File: config.mk
export PLATFORM = sky130hd
export DESIGN_NAME = fibo_scroll_table_flat
export DESIGN_NICKNAME = d
export VERILOG_FILES = /design/src/rtl/fibo_pkg.sv /design/src/rtl/fibo_scroll_table_if.sv /design/src/rtl/hex_to_ascii.sv /design/src/rtl/fibo_scroll_table.sv /design/src/flat_wrapper.sv
export SDC_FILE = /design/constraint.sdc
export NUM_CORES = 1
export LEC_CHECK = 0
export BUFFER_PORTS_ARGS = -buffer_cell sky130_fd_sc_hd__buf_2
export CORE_MARGIN = 5
export CORE_UTILIZATION = 41
export DETAILED_ROUTE_END_ITERATION = 6
export GPL_ROUTABILITY_DRIVEN = 0
export PLACE_DENSITY = 0.54
export SLEW_MARGIN = 20
export SYNTH_ARGS = -nofsm -noshare
export SYNTH_HDL_FRONTEND = slang
export SYNTH_SLANG_ARGS = --single-unit
export TNS_END_PERCENT = 10
File: constraint.sdc
create_clock -name clk -period 8.1 [get_ports clk]
set_input_delay 0.405 -clock clk [delete_from_list [all_inputs] [get_ports clk]]
set_output_delay 0.405 -clock clk [all_outputs]
set_load 0.1 [all_outputs]
File: src/rtl/fibo_pkg.sv
// fibo_pkg: shared types and constants for fibo_scroll_table.
//   state_e      - controller states (INIT, GEN, SHOW)
//   ASCII_*      - character codes used by the optional text formatter
//   FIBO_PREFIX  - "Fibo #" leader of each LCD line
//   IS_SEP       - " is " separator between index and value
package fibo_pkg;

    typedef enum logic [1:0] {
        INIT = 2'd0,
        GEN  = 2'd1,
        SHOW = 2'd2
    } state_e;

    localparam logic [7:0]  ASCII_0     = 8'h30;
    localparam logic [7:0]  ASCII_A     = 8'h41;
    localparam logic [7:0]  ASCII_SP    = 8'h20;
    localparam logic [47:0] FIBO_PREFIX = "Fibo #";
    localparam logic [31:0] IS_SEP      = " is ";

endpackage

File: src/rtl/fibo_scroll_table_if.sv
// fibo_scroll_table_if: control pulses in, scrolling rows out.
//   master modport (button logic / LCD formatter side):
//     drives dir_toggle, regen; receives valid, dir, step, ovf, rows
//   slave modport (fibo_scroll_table): the reverse
//   With FIBO_ASCII_EN defined, row_a_text/row_b_text (16 ASCII chars) are added.
interface fibo_scroll_table_if #(
    parameter int DATA_W = 16,
    parameter int IDX_W  = 8
);
    logic              dir_toggle;
    logic              regen;
    logic              valid;
    logic              dir;
    logic [IDX_W-1:0]  row_a_idx;
    logic [DATA_W-1:0] row_a_val;
    logic [IDX_W-1:0]  row_b_idx;
    logic [DATA_W-1:0] row_b_val;
    logic              step;
    logic              ovf;
`ifdef FIBO_ASCII_EN
    logic [127:0]      row_a_text;
    logic [127:0]      row_b_text;
`endif

`ifdef FIBO_ASCII_EN
    modport master (output dir_toggle, regen,
                    input  valid, dir, row_a_idx, row_a_val, row_b_idx, row_b_val,
                           step, ovf, row_a_text, row_b_text);
    modport slave  (input  dir_toggle, regen,
                    output valid, dir, row_a_idx, row_a_val, row_b_idx, row_b_val,
                           step, ovf, row_a_text, row_b_text);
`else
    modport master (output dir_toggle, regen,
                    input  valid, dir, row_a_idx, row_a_val, row_b_idx, row_b_val,
                           step, ovf);
    modport slave  (input  dir_toggle, regen,
                    output valid, dir, row_a_idx, row_a_val, row_b_idx, row_b_val,
                           step, ovf);
`endif
endinterface

File: src/rtl/hex_to_ascii.sv
// hex_to_ascii: combinational nibble to uppercase hex ASCII character.
//   nib_i - 4-bit value
//   chr_o - '0'..'9' or 'A'..'F'
module hex_to_ascii
    import fibo_pkg::*;
(
    input  logic [3:0] nib_i,
    output logic [7:0] chr_o
);
    always_comb begin
        if (nib_i < 4'd10) chr_o = ASCII_0 + {4'h0, nib_i};
        else               chr_o = ASCII_A + ({4'h0, nib_i} - 8'd10);
    end
endmodule

File: src/rtl/fibo_scroll_table.sv
// fibo_scroll_table: builds a Fibonacci table F(0)..F(N_TERMS-1) after reset
// or regen, then shows two consecutive entries that auto-scroll every
// TICK_CYCLES clocks, direction toggled by dir_toggle.
//   clk   - system clock
//   reset - synchronous, active-high
//   bus   - fibo_scroll_table_if.slave (dir_toggle/regen in, rows/status out)
// Optional: define FIBO_ASCII_EN to add row_a_text/row_b_text LCD strings
// ("Fibo #II is VVVV"); needs DATA_W=16 and IDX_W=8.
//
// state | meaning
// INIT  | write T[0]=0, T[1]=1, k=2
// GEN   | write T[k]=T[k-1]+T[k-2], one term per cycle, until k=N_TERMS-1
// SHOW  | table valid; scroll ptr on each terminal tick
module fibo_scroll_table
    import fibo_pkg::*;
#(
    parameter int N_TERMS     = 25,
    parameter int DATA_W      = 16,
    parameter int TICK_CYCLES = 70000000,
    parameter int IDX_W       = 8
) (
    input  logic                clk,
    input  logic                reset,
    fibo_scroll_table_if.slave  bus
);
    localparam int PTR_W = $clog2(N_TERMS);
    localparam int CNT_W = $clog2(TICK_CYCLES);
    localparam logic [PTR_W-1:0] LAST = PTR_W'(N_TERMS - 1);
    localparam logic [CNT_W-1:0] TC   = CNT_W'(TICK_CYCLES - 1);

    state_e            state_q;
    logic [DATA_W-1:0] tbl_q [N_TERMS];
    logic [PTR_W-1:0]  k_q;
    logic [PTR_W-1:0]  ptr_q;
    logic [CNT_W-1:0]  cnt_q;
    logic              valid_q, dir_q, ovf_q, step_pend_q, step_q;
    logic [IDX_W-1:0]  a_idx_q, b_idx_q;
    logic [DATA_W-1:0] a_val_q, b_val_q;

    logic [PTR_W-1:0]  ptr_nxt, ptr_prv;
    logic [DATA_W:0]   sum;
    logic              load_rows;
    logic [IDX_W-1:0]  a_idx_d, b_idx_d;
    logic [DATA_W-1:0] a_val_d, b_val_d;

    always_comb begin
        ptr_nxt   = (ptr_q == LAST) ? '0 : ptr_q + PTR_W'(1);
        ptr_prv   = (ptr_q == '0) ? LAST : ptr_q - PTR_W'(1);
        sum       = {1'b0, tbl_q[k_q - PTR_W'(1)]} + {1'b0, tbl_q[k_q - PTR_W'(2)]};
        // Rows are loaded on the last GEN cycle too, so the first valid
        // cycle already shows ptr=0 (T[0], T[1] were written in INIT).
        load_rows = (state_q == SHOW) || ((state_q == GEN) && (k_q == LAST));
        a_idx_d   = IDX_W'(ptr_q) + IDX_W'(1);
        b_idx_d   = IDX_W'(ptr_nxt) + IDX_W'(1);
        a_val_d   = tbl_q[ptr_q];
        b_val_d   = tbl_q[ptr_nxt];
    end

    always_ff @(posedge clk) begin
        if (reset || bus.regen) begin
            state_q     <= INIT;
            k_q         <= '0;
            ptr_q       <= '0;
            cnt_q       <= '0;
            valid_q     <= 1'b0;
            dir_q       <= 1'b0;
            ovf_q       <= 1'b0;
            step_pend_q <= 1'b0;
            step_q      <= 1'b0;
            a_idx_q     <= '0;
            b_idx_q     <= '0;
            a_val_q     <= '0;
            b_val_q     <= '0;
        end else begin
            // ptr moves on the terminal tick; rows and step follow a cycle later.
            step_q      <= step_pend_q;
            step_pend_q <= 1'b0;
            if (load_rows) begin
                a_idx_q <= a_idx_d;
                b_idx_q <= b_idx_d;
                a_val_q <= a_val_d;
                b_val_q <= b_val_d;
            end
            case (state_q)
                INIT: begin
                    tbl_q[0] <= '0;
                    tbl_q[1] <= DATA_W'(1);
                    k_q      <= PTR_W'(2);
                    state_q  <= GEN;
                end
                GEN: begin
                    tbl_q[k_q] <= sum[DATA_W-1:0];
                    if (sum[DATA_W]) ovf_q <= 1'b1;
                    if (k_q == LAST) begin
                        state_q <= SHOW;
                        valid_q <= 1'b1;
                    end else begin
                        k_q <= k_q + PTR_W'(1);
                    end
                end
                SHOW: begin
                    // A toggle on the terminal tick suppresses that step.
                    if (bus.dir_toggle) begin
                        dir_q <= ~dir_q;
                        cnt_q <= '0;
                    end else if (cnt_q == TC) begin
                        cnt_q       <= '0;
                        ptr_q       <= dir_q ? ptr_prv : ptr_nxt;
                        step_pend_q <= 1'b1;
                    end else begin
                        cnt_q <= cnt_q + CNT_W'(1);
                    end
                end
                default: state_q <= INIT;
            endcase
        end
    end

    assign bus.valid     = valid_q;
    assign bus.dir       = dir_q;
    assign bus.step      = step_q;
    assign bus.ovf       = ovf_q;
    assign bus.row_a_idx = a_idx_q;
    assign bus.row_b_idx = b_idx_q;
    assign bus.row_a_val = a_val_q;
    assign bus.row_b_val = b_val_q;

`ifdef FIBO_ASCII_EN
    if (DATA_W != 16 || IDX_W != 8) begin : g_width_check
        $error("fibo_scroll_table: FIBO_ASCII_EN needs DATA_W=16 and IDX_W=8");
    end

    logic [23:0]  a_src, b_src;
    logic [7:0]   a_chr [6];
    logic [7:0]   b_chr [6];
    logic [127:0] a_text_q, b_text_q;

    assign a_src = {a_idx_d, a_val_d};
    assign b_src = {b_idx_d, b_val_d};

    for (genvar g = 0; g < 6; g++) begin : g_hex
        hex_to_ascii u_a (.nib_i(a_src[23-4*g -: 4]), .chr_o(a_chr[g]));
        hex_to_ascii u_b (.nib_i(b_src[23-4*g -: 4]), .chr_o(b_chr[g]));
    end

    always_ff @(posedge clk) begin
        if (reset || bus.regen) begin
            a_text_q <= {16{ASCII_SP}};
            b_text_q <= {16{ASCII_SP}};
        end else if (load_rows) begin
            a_text_q <= {FIBO_PREFIX, a_chr[0], a_chr[1], IS_SEP,
                         a_chr[2], a_chr[3], a_chr[4], a_chr[5]};
            b_text_q <= {FIBO_PREFIX, b_chr[0], b_chr[1], IS_SEP,
                         b_chr[2], b_chr[3], b_chr[4], b_chr[5]};
        end
    end

    assign bus.row_a_text = a_text_q;
    assign bus.row_b_text = b_text_q;
`endif

endmodule
File: src/flat_wrapper.sv
// flat-port wrapper written by rule: the top's interface ports become plain ports
module fibo_scroll_table_flat import fibo_pkg::*;
#(
    parameter int N_TERMS     = 25,
    parameter int DATA_W      = 16,
    parameter int TICK_CYCLES = 70000000,
    parameter int IDX_W       = 8
)
  (clk, reset, bus_dir_toggle, bus_regen, bus_valid, bus_dir, bus_row_a_idx, bus_row_a_val, bus_row_b_idx, bus_row_b_val, bus_step, bus_ovf);
  fibo_scroll_table_if #(.DATA_W(DATA_W), .IDX_W(IDX_W)) bus_i ();
  input  logic clk;
  input  logic reset;
  input wire logic [$bits(bus_i.dir_toggle)-1:0] bus_dir_toggle;
  input wire logic [$bits(bus_i.regen)-1:0] bus_regen;
  output wire logic [$bits(bus_i.valid)-1:0] bus_valid;
  output wire logic [$bits(bus_i.dir)-1:0] bus_dir;
  output wire logic [$bits(bus_i.row_a_idx)-1:0] bus_row_a_idx;
  output wire logic [$bits(bus_i.row_a_val)-1:0] bus_row_a_val;
  output wire logic [$bits(bus_i.row_b_idx)-1:0] bus_row_b_idx;
  output wire logic [$bits(bus_i.row_b_val)-1:0] bus_row_b_val;
  output wire logic [$bits(bus_i.step)-1:0] bus_step;
  output wire logic [$bits(bus_i.ovf)-1:0] bus_ovf;
  assign bus_i.dir_toggle = bus_dir_toggle;
  assign bus_i.regen = bus_regen;
  assign bus_valid = bus_i.valid;
  assign bus_dir = bus_i.dir;
  assign bus_row_a_idx = bus_i.row_a_idx;
  assign bus_row_a_val = bus_i.row_a_val;
  assign bus_row_b_idx = bus_i.row_b_idx;
  assign bus_row_b_val = bus_i.row_b_val;
  assign bus_step = bus_i.step;
  assign bus_ovf = bus_i.ovf;
  fibo_scroll_table #(.N_TERMS(N_TERMS), .DATA_W(DATA_W), .TICK_CYCLES(TICK_CYCLES), .IDX_W(IDX_W)) u_core (.clk(clk), .reset(reset), .bus(bus_i));
endmodule
* After elaboration in Yosys (flattened, before gate mapping)
Memory sizes are Yosys's and may differ from the RTL's. A register that Yosys moved wholly into a read port is not among the register bits.
Index checks and enable logic that the tools add are counted.
** Word-level totals
- Bits in writable memories :: 400
- Memories kept :: 1
- Register bits after elaboration :: 60
** Cells by class
- Reduce and logical (&&, ||, !) cells :: 14
- Bitwise operators :: 3
- Add/subtract/negate cells :: 9
- Eq/ne operators :: 7
- Multiplexer cells :: 19
** Memory list
- u_core.tbl_q :: words 25, bits a word 16, read ports 4, clocked after Yosys merged registers in 2, wr ports 2, line fibo_scroll_table.sv:32 : logic [DATA_W-1:0] tbl_q [N_TERMS];
** Operators with widths (count)
- $mux 27 :: 2
- $add 27x1->27 const B :: 1
- $eq 27x27->1 const B :: 1
- $mux 5 :: 5
- $add 16x16->17 :: 1
- $mux 16 :: 1
- $reduce_or 16->1 :: 1
- $add 5x1->6 const B :: 2
- $add 5x1->5 const B :: 2
- $eq 5x5->1 const B :: 2
- $pmux 5 s2 :: 1
- $reduce_and 2->1 :: 5
- $sub 5x1->5 const B :: 2
- $mux 1 :: 8
- $pmux 2 s3 :: 1
- $logic_not 5->1 :: 1
- $sub 5x2->5 const B :: 1
- $ne 2x2->1 const B :: 2
- $not 1->1 :: 3
- $reduce_and 3->1 :: 1
- $reduce_or 3->1 :: 1
- $eq 2x1->1 const B :: 1
- $eq 2x2->1 const B :: 1
- $logic_not 2->1 :: 1
- other kinds (4) :: 5

* Logic depth before layout (Yosys ltp)
Gate-level depths: netlist of the first run.
- Word-level depth :: 6
- Depth in mapped cells :: 24

* Worst setup path after synthesis of the first run
No wires, ideal clock.
- Kind :: flip-flop to flip-flop
- Start :: register u_core.k_q[0]
- End :: memory u_core.tbl_q[10][15], data pin
- Clock period less this slack :: 5.800 ns
- Arrival :: 5.470 ns
- Buffers on the path :: 9
- Stages on the path, launching flop included :: 24
- Path slack :: 2.300 ns
- Cells stage by stage :: dfxtp_1 -> buf_2 -> buf_6 -> buf_4 -> buf_4 -> buf_2 -> buf_2 -> inv_1 -> ha_1 -> buf_2 -> buf_2 -> buf_2 -> mux4_2 -> mux2i_1 -> nand2_1 -> o21ai_0 -> o21ai_0 -> ha_1 -> a21o_1 -> a21oi_1 -> o21a_1 -> o311ai_0 -> and2_1 -> xor2_1
** RTL lines
- start, declared :: line fibo_scroll_table.sv:33 : logic [PTR_W-1:0] k_q;
- start signal, assigned :: line fibo_scroll_table.sv:98 : k_q <= k_q + PTR_W'(1);
- end, declared :: line fibo_scroll_table.sv:32

==> load_flow_metrics.sql, run 1 <==
INSERT INTO impl_metrics (metric_group, metric, value, unit) VALUES
('yosys', 'asyncSetResetFlopFracSynth', '0', '%'),
('power', 'power_switching_share', '25.6', '%'),
('worst_setup_path', 'critical_path_top_delay_cell', 'sky130_fd_sc_hd__ha_4', ''),
('clock_tree', 'clock_path_buffers', '3', ''),
('outcome', 'outcome', 'finished with violations', ''),
('yosys', 'edff_count_synth', '416', ''),
('place', 'port-buffer-count', '51', ''),
('worst_hold_path', 'worst_hold_path_type', 'in2reg', ''),
('finish', 'antenna_diode_count', '0', ''),
('routing', 'finalWirelength', '112000', 'um'),
('power', 'worst_ir_drop_vdd', '0.171', 'mV'),
('clock_tree', 'post_cts_resize_count', '0', ''),
('sta', 'max_freq', '155', 'MHz'),
('routing', 'drt_first_pass_iters', '7', ''),
('worst_setup_path', 'critical_path.startpoint_type', 'flip-flop', ''),
('clock_tree', 'tritoncts_num_sinks', '504', ''),
('routing', 'routed_wire_length_per_instance', '32.2', 'um'),
('worst_setup_path', 'required', '8.30', 'ns'),
('yosys', 'yosys_register_bits', '504', ''),
('yosys', 'synth_commonest_cells', '416 x sky130_fd_sc_hd__edfxtp_1, 338 x sky130_fd_sc_hd__mux4_2, 247 x sky130_fd_sc_hd__nand2_1', ''),
('worst_setup_path', 'worst_path_largest_cell_delay', '0.83', 'ns'),
('sta', 'postLayoutSetupSlackWorst', '1.63', 'ns'),
('worst_setup_path', 'endpoint_kind', 'flip-flop', ''),
('sta', 'final_max_slew_viol_count', '0', ''),
('yosys', 'number_of_instances_in_the_synthesized_netlist', '2434', ''),
('floorplanning', 'chipHeight', '288', 'um'),
('finish', 'finish.instance_area', '35000', 'sq um'),
('clock_tree', 'hold_buffers', '0', ''),
('routing', 'drc', '3', ''),
('routing', 'drt-initial-drc-count', '3201', ''),
('grt', 'grt.total_usage', '26.4', '%'),
('yosys', 'synth-seq-area-share', '44.9', '%'),
('routing', 'antenna_left', '0', ''),
('floorplanning', 'die_area', '83100', 'sq um'),
('worst_setup_path', 'crit_path_cell_trace', 'inv_1 > ha_4 > buf_4 > mux4_2 > mux4_2 > nand2_1 > o21ai_0 > ha_1 > a21o_1 > nand3_1 > a21oi_1 > o21ai_0 > mux2i_1 > nand2_1', ''),
('clock_tree', 'postCtsSetupBuffers', '0', ''),
('sta', 'worst_slew_pin_slew', '1.16', 'ns'),
('yosys', 'synth.avg_cell_area', '13.0', 'sq um'),
('clock_tree', 'clock_tree_from_tritoncts', 'built', ''),
('outcome', 'violated_checks', 'design-rule violations', ''),
('routing', 'routed-via-count', '23700', ''),
('power', 'clock_power_share', '41.2', '%'),
('sta', 'rsz_0062_raised_after_global_routing', 'no', ''),
('sta', 'setup_viol', '0', ''),
('floorplanning', 'i_o_pins', '56', ''),
('floorplanning', 'initial_utilization', '41.2', '%'),
('place', 'dp_hpwl', '68900', 'um'),
('clock_tree', 'cts_root_buffer', 'sky130_fd_sc_hd__clkbuf_16', ''),
('power', 'p_leak', '11.0', 'nW'),
('clock_tree', 'insertion_delay', '0.65', 'ns'),
('sta', 'clock-skew-final', '0.0286', 'ns'),
('yosys', 'post_synth_instance_area', '31700', 'sq um'),
('power', 'sequential_power_share', '46.6', '%'),
('power', 'finalPower', '6.64', 'mW'),
('yosys', 'synth_top_area_cell', 'sky130_fd_sc_hd__edfxtp_1', ''),
('finish', 'final_net_count', '2428', ''),
('floorplanning', 'dieWidth', '288', 'um'),
('power', 'cellPowerDensity', '189', 'nW/um^2'),
('yosys', 'top_count_cell_post_synth', 'sky130_fd_sc_hd__edfxtp_1', ''),
('sta', 'timing.max_slew.rel_slack', '22.2', '%'),
('finish', 'instances_no_fill', '3481', ''),
('floorplanning', 'row_count', '102', ''),
('grt', 'globalRoute.totalOverflow', '0', ''),
('sta', 'setup_total_negative_slack', '0', 'ns'),
('worst_setup_path', 'crit_type', 'reg2reg', ''),
('place', 'preCtsSetupSlack', '1.72', 'ns'),
('clock_tree', 'clk_pin_slew', '0.06', 'ns'),
('yosys', 'ys.warnings.count', '0', ''),
('grt', 'initial_antenna_violation_count', '0', ''),
('sta', 'final-hold-violation-count', '0', ''),
('yosys', 'synth.area.top_cells', 'sky130_fd_sc_hd__edfxtp_1 39%, sky130_fd_sc_hd__mux4_2 24%, sky130_fd_sc_hd__dfxtp_1 5.6%, sky130_fd_sc_hd__a211oi_1 4.3%, sky130_fd_sc_hd__mux2i_1 3.7%', '');
critical path, delay by kind of cell, from the launching register on:
family	cells	cell delay (ns)
mux	3	1.31
compound gates	4	1.30
simple gates	3	0.66
flops	1	0.72
fa+ha+maj	2	1.33
buf+inv	2	0.67
cell usage in the layout (no fill, tap or decap), types with 74 or more instances in the layout:
| master | netlist | routed |
|---|---|---|
| sky130_fd_sc_hd__o21ai_0 | 98 | 98 |
| sky130_fd_sc_hd__buf_4 | 25 | 74 |
| sky130_fd_sc_hd__a21oi_1 | 77 | 77 |
| sky130_fd_sc_hd__nor2_1 | 106 | 81 |
| sky130_fd_sc_hd__mux2i_1 | 118 | 118 |
| sky130_fd_sc_hd__a211oi_1 | 180 | 180 |
| sky130_fd_sc_hd__edfxtp_1 | 416 | 416 |
| sky130_fd_sc_hd__and2_1 | 76 | 76 |
| sky130_fd_sc_hd__nand2_1 | 247 | 245 |
| sky130_fd_sc_hd__dfxtp_1 | 88 | 81 |
| sky130_fd_sc_hd__mux4_2 | 338 | 338 |
cells by family after synthesis:
group,count (synthesis),synth area share (%)
AND/OR/NAND/NOR,578,8.66
flip-flops,504,44.9
XOR/XNOR,32,0.883
buffers and inverters,263,3.89
AO/OA/AOI/OAI,526,11.2
multiplexers,500,29.3
other,1,0.0118
adder cells (fa/ha/maj),30,1.21
path summary, 6_finish.rpt:
kind / slack, ns / from / to / cells after the start
worst max-delay path: 1.63 / u_core.k_q[0]$_SDFFE_PP0P_ / u_core.tbl_q[24][14]$_DFFE_PP_ / 14
worst min-delay path: 0.23 / bus_dir_toggle / u_core.bus.dir$_SDFFE_PP0P_ / 4
worst max register to register: 1.63 / u_core.k_q[0]$_SDFFE_PP0P_ / u_core.tbl_q[24][14]$_DFFE_PP_ / 14
worst min register to register: 0.45 / u_core.bus.row_b_idx[3]$_SDFFE_PP0P_ / u_core.bus.row_b_idx[3]$_SDFFE_PP0P_ / 2
registers in the layout, summed over array words and instances, names as in the netlist, 2 cells and up:
| name | flops |
|---|---|
| u_core.tbl_q | 416 |
| u_core.cnt_q | 27 |
| u_core.bus.row_a_val | 16 |
| u_core.bus.row_b_val | 16 |
| u_core.bus.row_a_idx | 6 |
| u_core.bus.row_b_idx | 6 |
| u_core.k_q | 5 |
| u_core.ptr_q | 5 |
| u_core.state_q | 2 |
power by group through the flow:
| stage | clock, mW | sequential, mW | combinational, mW |
|---|---|---|---|
| after floorplan | 0 | 3.14 | 0.531 |
| after global placement | 0 | 3.15 | 0.774 |
| after detailed placement | 0 | 3.15 | 0.798 |
| after CTS | 2.77 | 3.09 | 0.797 |
| after global routing | 2.89 | 3.10 | 0.858 |
| final | 2.74 | 3.10 | 0.807 |
routing by layer:
| layer | track usage (%) | vias up | routed length (um) |
|---|---|---|---|
| met5 | 0 | - | 0 |
| met4 | 10.0 | 0 | 4780 |
| met3 | 5.13 | 262 | 11300 |
| met2 | 42.3 | 1592 | 52300 |
| met1 | 36.0 | 12000 | 43700 |
| li1 | - | 9775 | - |
final cells by class:
cell class              count  area, sq um
flip-flops and latches    504        14300
inverters                  32          121
multi-input cells        1670        16500
clock inverters            35          410
repair buffers            129          891
clock buffers              71         1560
well taps                1040         1300
fillers                  6898        42100
Power figures use the tool's default switching activity.
==> inputs of run 2 (changes only) <==
==> constraint.sdc (replaced) <==
create_clock -name clk -period 6.3 [get_ports clk]
set_input_delay 0.315 -clock clk [delete_from_list [all_inputs] [get_ports clk]]
set_output_delay 0.315 -clock clk [all_outputs]
set_load 0.1 [all_outputs]
==> load_flow_metrics.sql, run 2 (same netlist as run 1, synthesis figures left out) <==
INSERT INTO impl_metrics (metric_group, metric, value, unit) VALUES
('floorplanning', 'chipHeight', '288', 'um'),
('finish', 'final_cell_mix', '416 x sky130_fd_sc_hd__edfxtp_1, 338 x sky130_fd_sc_hd__mux4_2, 244 x sky130_fd_sc_hd__nand2_1, 180 x sky130_fd_sc_hd__a211oi_1, 118 x sky130_fd_sc_hd__mux2i_1', ''),
('clock_tree', 'postCtsSetupBuffers', '0', ''),
('floorplanning', 'core_area', '77100', 'sq um'),
('grt', 'global_route.usage.met1', '37.3', '%'),
('floorplanning', 'die_area', '83100', 'sq um'),
('power', 'worst_ir_drop_vdd', '0.259', 'mV'),
('routing', 'routed-via-count', '24000', ''),
('routing', 'antenna_left', '0', ''),
('sta', 'setup_total_negative_slack', '0', 'ns'),
('finish', 'utilization', '45.4', '%'),
('worst_hold_path', 'worst_hold_path_type', 'in2reg', ''),
('sta', 'final_max_slew_viol_count', '0', ''),
('finish', 'largest_register', 'u_core.tbl_q', ''),
('finish', 'antenna_diode_count', '0', ''),
('routing', 'drt-initial-drc-count', '3327', ''),
('worst_setup_path', 'endpoint_kind', 'flip-flop', ''),
('floorplanning', 'dieWidth', '288', 'um'),
('worst_hold_path', 'hold-path-cell-count', '4', ''),
('grt', 'grt_first_pass_wirelength', '165000', 'um'),
('clock_tree', 'ctsHtreeMaxLevel', '2', ''),
('sta', 'clock-skew-final', '0.0265', 'ns'),
('worst_setup_path', 'crit_arrival', '5.86', 'ns'),
('grt', 'initial_antenna_violation_count', '2', ''),
('grt', 'grt_start_max_net_pins', '123', ''),
('floorplanning', 'i_o_pins', '56', ''),
('clock_tree', 'tritoncts_num_sinks', '504', ''),
('flow_run', 'max-cap-violations', '0', ''),
('clock_tree', 'insertion_delay', '0.64', 'ns'),
('worst_setup_path', 'required', '6.48', 'ns'),
('finish', 'mostFrequentLayoutCell', 'sky130_fd_sc_hd__edfxtp_1', ''),
('sta', 'setup_viol', '0', ''),
('routing', 'routed_wire_length_per_instance', '32.7', 'um'),
('worst_setup_path', 'worst-r2r-cell-count', '14', ''),
('finish', 'n_fill_cell', '6917', ''),
('clock_tree', 'cts_made_buffers', '58', ''),
('sta', 'final-hold-violation-count', '0', ''),
('finish', 'finish.instance_area', '35000', 'sq um'),
('sta', 'rsz_0062_raised_after_global_routing', 'no', ''),
('routing', 'drc', '0', ''),
('finish', 'drive_gt1_share', '26.7', '%'),
('finish', 'biggestRegsByFlops', 'u_core.tbl_q x416, u_core.cnt_q x27', ''),
('sta', 'timing.max_slew.rel_slack', '23.9', '%'),
('worst_setup_path', 'crit_type', 'reg2reg', ''),
('floorplanning', 'row_count', '102', ''),
('place', 'dp_hpwl', '70500', 'um'),
('routing', 'routed_via_density', '6.87', ''),
('grt', 'gr_busiest_metal', 'met2', ''),
('grt', 'grtUsageMet2', '42.8', '%'),
('outcome', 'outcome', 'finished, final reports clean', ''),
('sta', 'max_freq', '176', 'MHz'),
('place', 'detailed_place.area', '33100', 'sq um'),
('finish', 'largest_register_ffs', '416', ''),
('sta', 'worst_slew_pin_slew', '1.14', 'ns'),
('power', 'cellPowerDensity', '239', 'nW/um^2'),
('grt', 'grt_pass1_vias', '23100', ''),
('clock_tree', 'cts_root_buffer', 'sky130_fd_sc_hd__clkbuf_16', ''),
('clock_tree', 'clk_pin_slew', '0.06', 'ns'),
('clock_tree', 'clock_tree_from_tritoncts', 'built', ''),
('finish', 'final_net_count', '2436', ''),
('clock_tree', 'hold_buffers', '0', ''),
('sta', 'timing.final.crit_share', '90.2', '%'),
('grt', 'globalRoute.totalOverflow', '0', ''),
('worst_setup_path', 'critical_path.startpoint_type', 'flip-flop', ''),
('grt', 'grt.total_usage', '26.9', '%'),
('clock_tree', 'post_cts_resize_count', '0', ''),
('finish', 'synth_to_final_area_change', '10.2', '%'),
('grt', 'grt_util_met3', '5.52', '%'),
('floorplanning', 'initial_utilization', '41.2', '%'),
('place', 'port-buffer-count', '51', ''),
('routing', 'finalWirelength', '114000', 'um'),
('clock_tree', 'clock_path_buffers', '3', ''),
('routing', 'drt_first_pass_iters', '6', ''),
('worst_setup_path', 'path_max_fanout', '39', ''),
('sta', 'finalCriticalPeriod', '5.68', 'ns'),
('power', 'p_leak', '11.0', 'nW');
## run 2: cell types whose count changed in the layout (fill, tap and decap cells not counted), moves of 3 or more
cell	delta
sky130_fd_sc_hd__buf_4	+6
sky130_fd_sc_hd__clkbuf_1	+17
sky130_fd_sc_hd__clkinv_2	-3
sky130_fd_sc_hd__bufinv_16	-5
sky130_fd_sc_hd__clkbuf_8	+4
sky130_fd_sc_hd__clkinvlp_4	-3
## run 2: path summary, 6_finish.rpt
path                            startpoint                        endpoint  slack [ns]
max reg2reg     u_core.k_q[2]$_SDFFE_PP0P_  u_core.tbl_q[20][14]$_DFFE_PP_        0.62
min reg2reg  u_core.step_pend_q$_SDFF_PP0_      u_core.bus.step$_SDFF_PP0_        0.44
max             u_core.k_q[2]$_SDFFE_PP0P_  u_core.tbl_q[20][14]$_DFFE_PP_        0.62
min                         bus_dir_toggle     u_core.bus.dir$_SDFFE_PP0P_        0.17
## run 2: metal layers
metal / wire length, um / part of all wire, %
met1: 44600 / 39
met5: 0 / 0
met3: 12400 / 11
met2: 53000 / 46
met4: 4090 / 3.6
## run 2: cell type report
class | instances | area (sq um) | area share [%]
clock inverters | 17 | 159 | 0.454
flip-flops and latches | 504 | 14300 | 40.8
inverters | 32 | 121 | 0.347
clock buffers | 92 | 1680 | 4.81
well taps | 1040 | 1300 | 3.72
repair buffers | 136 | 956 | 2.73
multi-input cells | 1670 | 16500 | 47.1
## run 2: stage by stage
step                      setup WS, ns  cells  power, mW  hold slack [ns]
final                            0.620   3491       8.36            0.171
after global routing             0.252   3491       8.63            0.178
after CTS                        0.686   3491       8.40            0.138
after detailed placement         0.724   3382       5.09            0.434
after global placement           0.840   3382       5.06            0.412
after floorplan                  0.500   2437       4.72            0.406
## run 2: report_power, final
| group | total (mW) | internal, mW | switching [mW] |
|---|---|---|---|
| combinational | 1.06 | 0.309 | 0.749 |
| sequential | 3.98 | 3.96 | 0.0137 |
| clock | 3.33 | 1.94 | 1.39 |
## run 2: critical path: stages, from the launching register on
cell,delay (ns)
sky130_fd_sc_hd__dfxtp_1,0.68
sky130_fd_sc_hd__inv_1,0.26
sky130_fd_sc_hd__ha_4,0.86
sky130_fd_sc_hd__buf_4,0.35
sky130_fd_sc_hd__mux4_2,0.33
sky130_fd_sc_hd__mux4_2,0.47
sky130_fd_sc_hd__nand2_1,0.08
sky130_fd_sc_hd__o21ai_0,0.09
sky130_fd_sc_hd__ha_1,0.42
sky130_fd_sc_hd__a21o_1,0.22
sky130_fd_sc_hd__a211oi_1,0.28
sky130_fd_sc_hd__nand2_1,0.11
sky130_fd_sc_hd__o21ai_0,0.27
sky130_fd_sc_hd__mux2i_1,0.31
sky130_fd_sc_hd__nand2_1,0.48
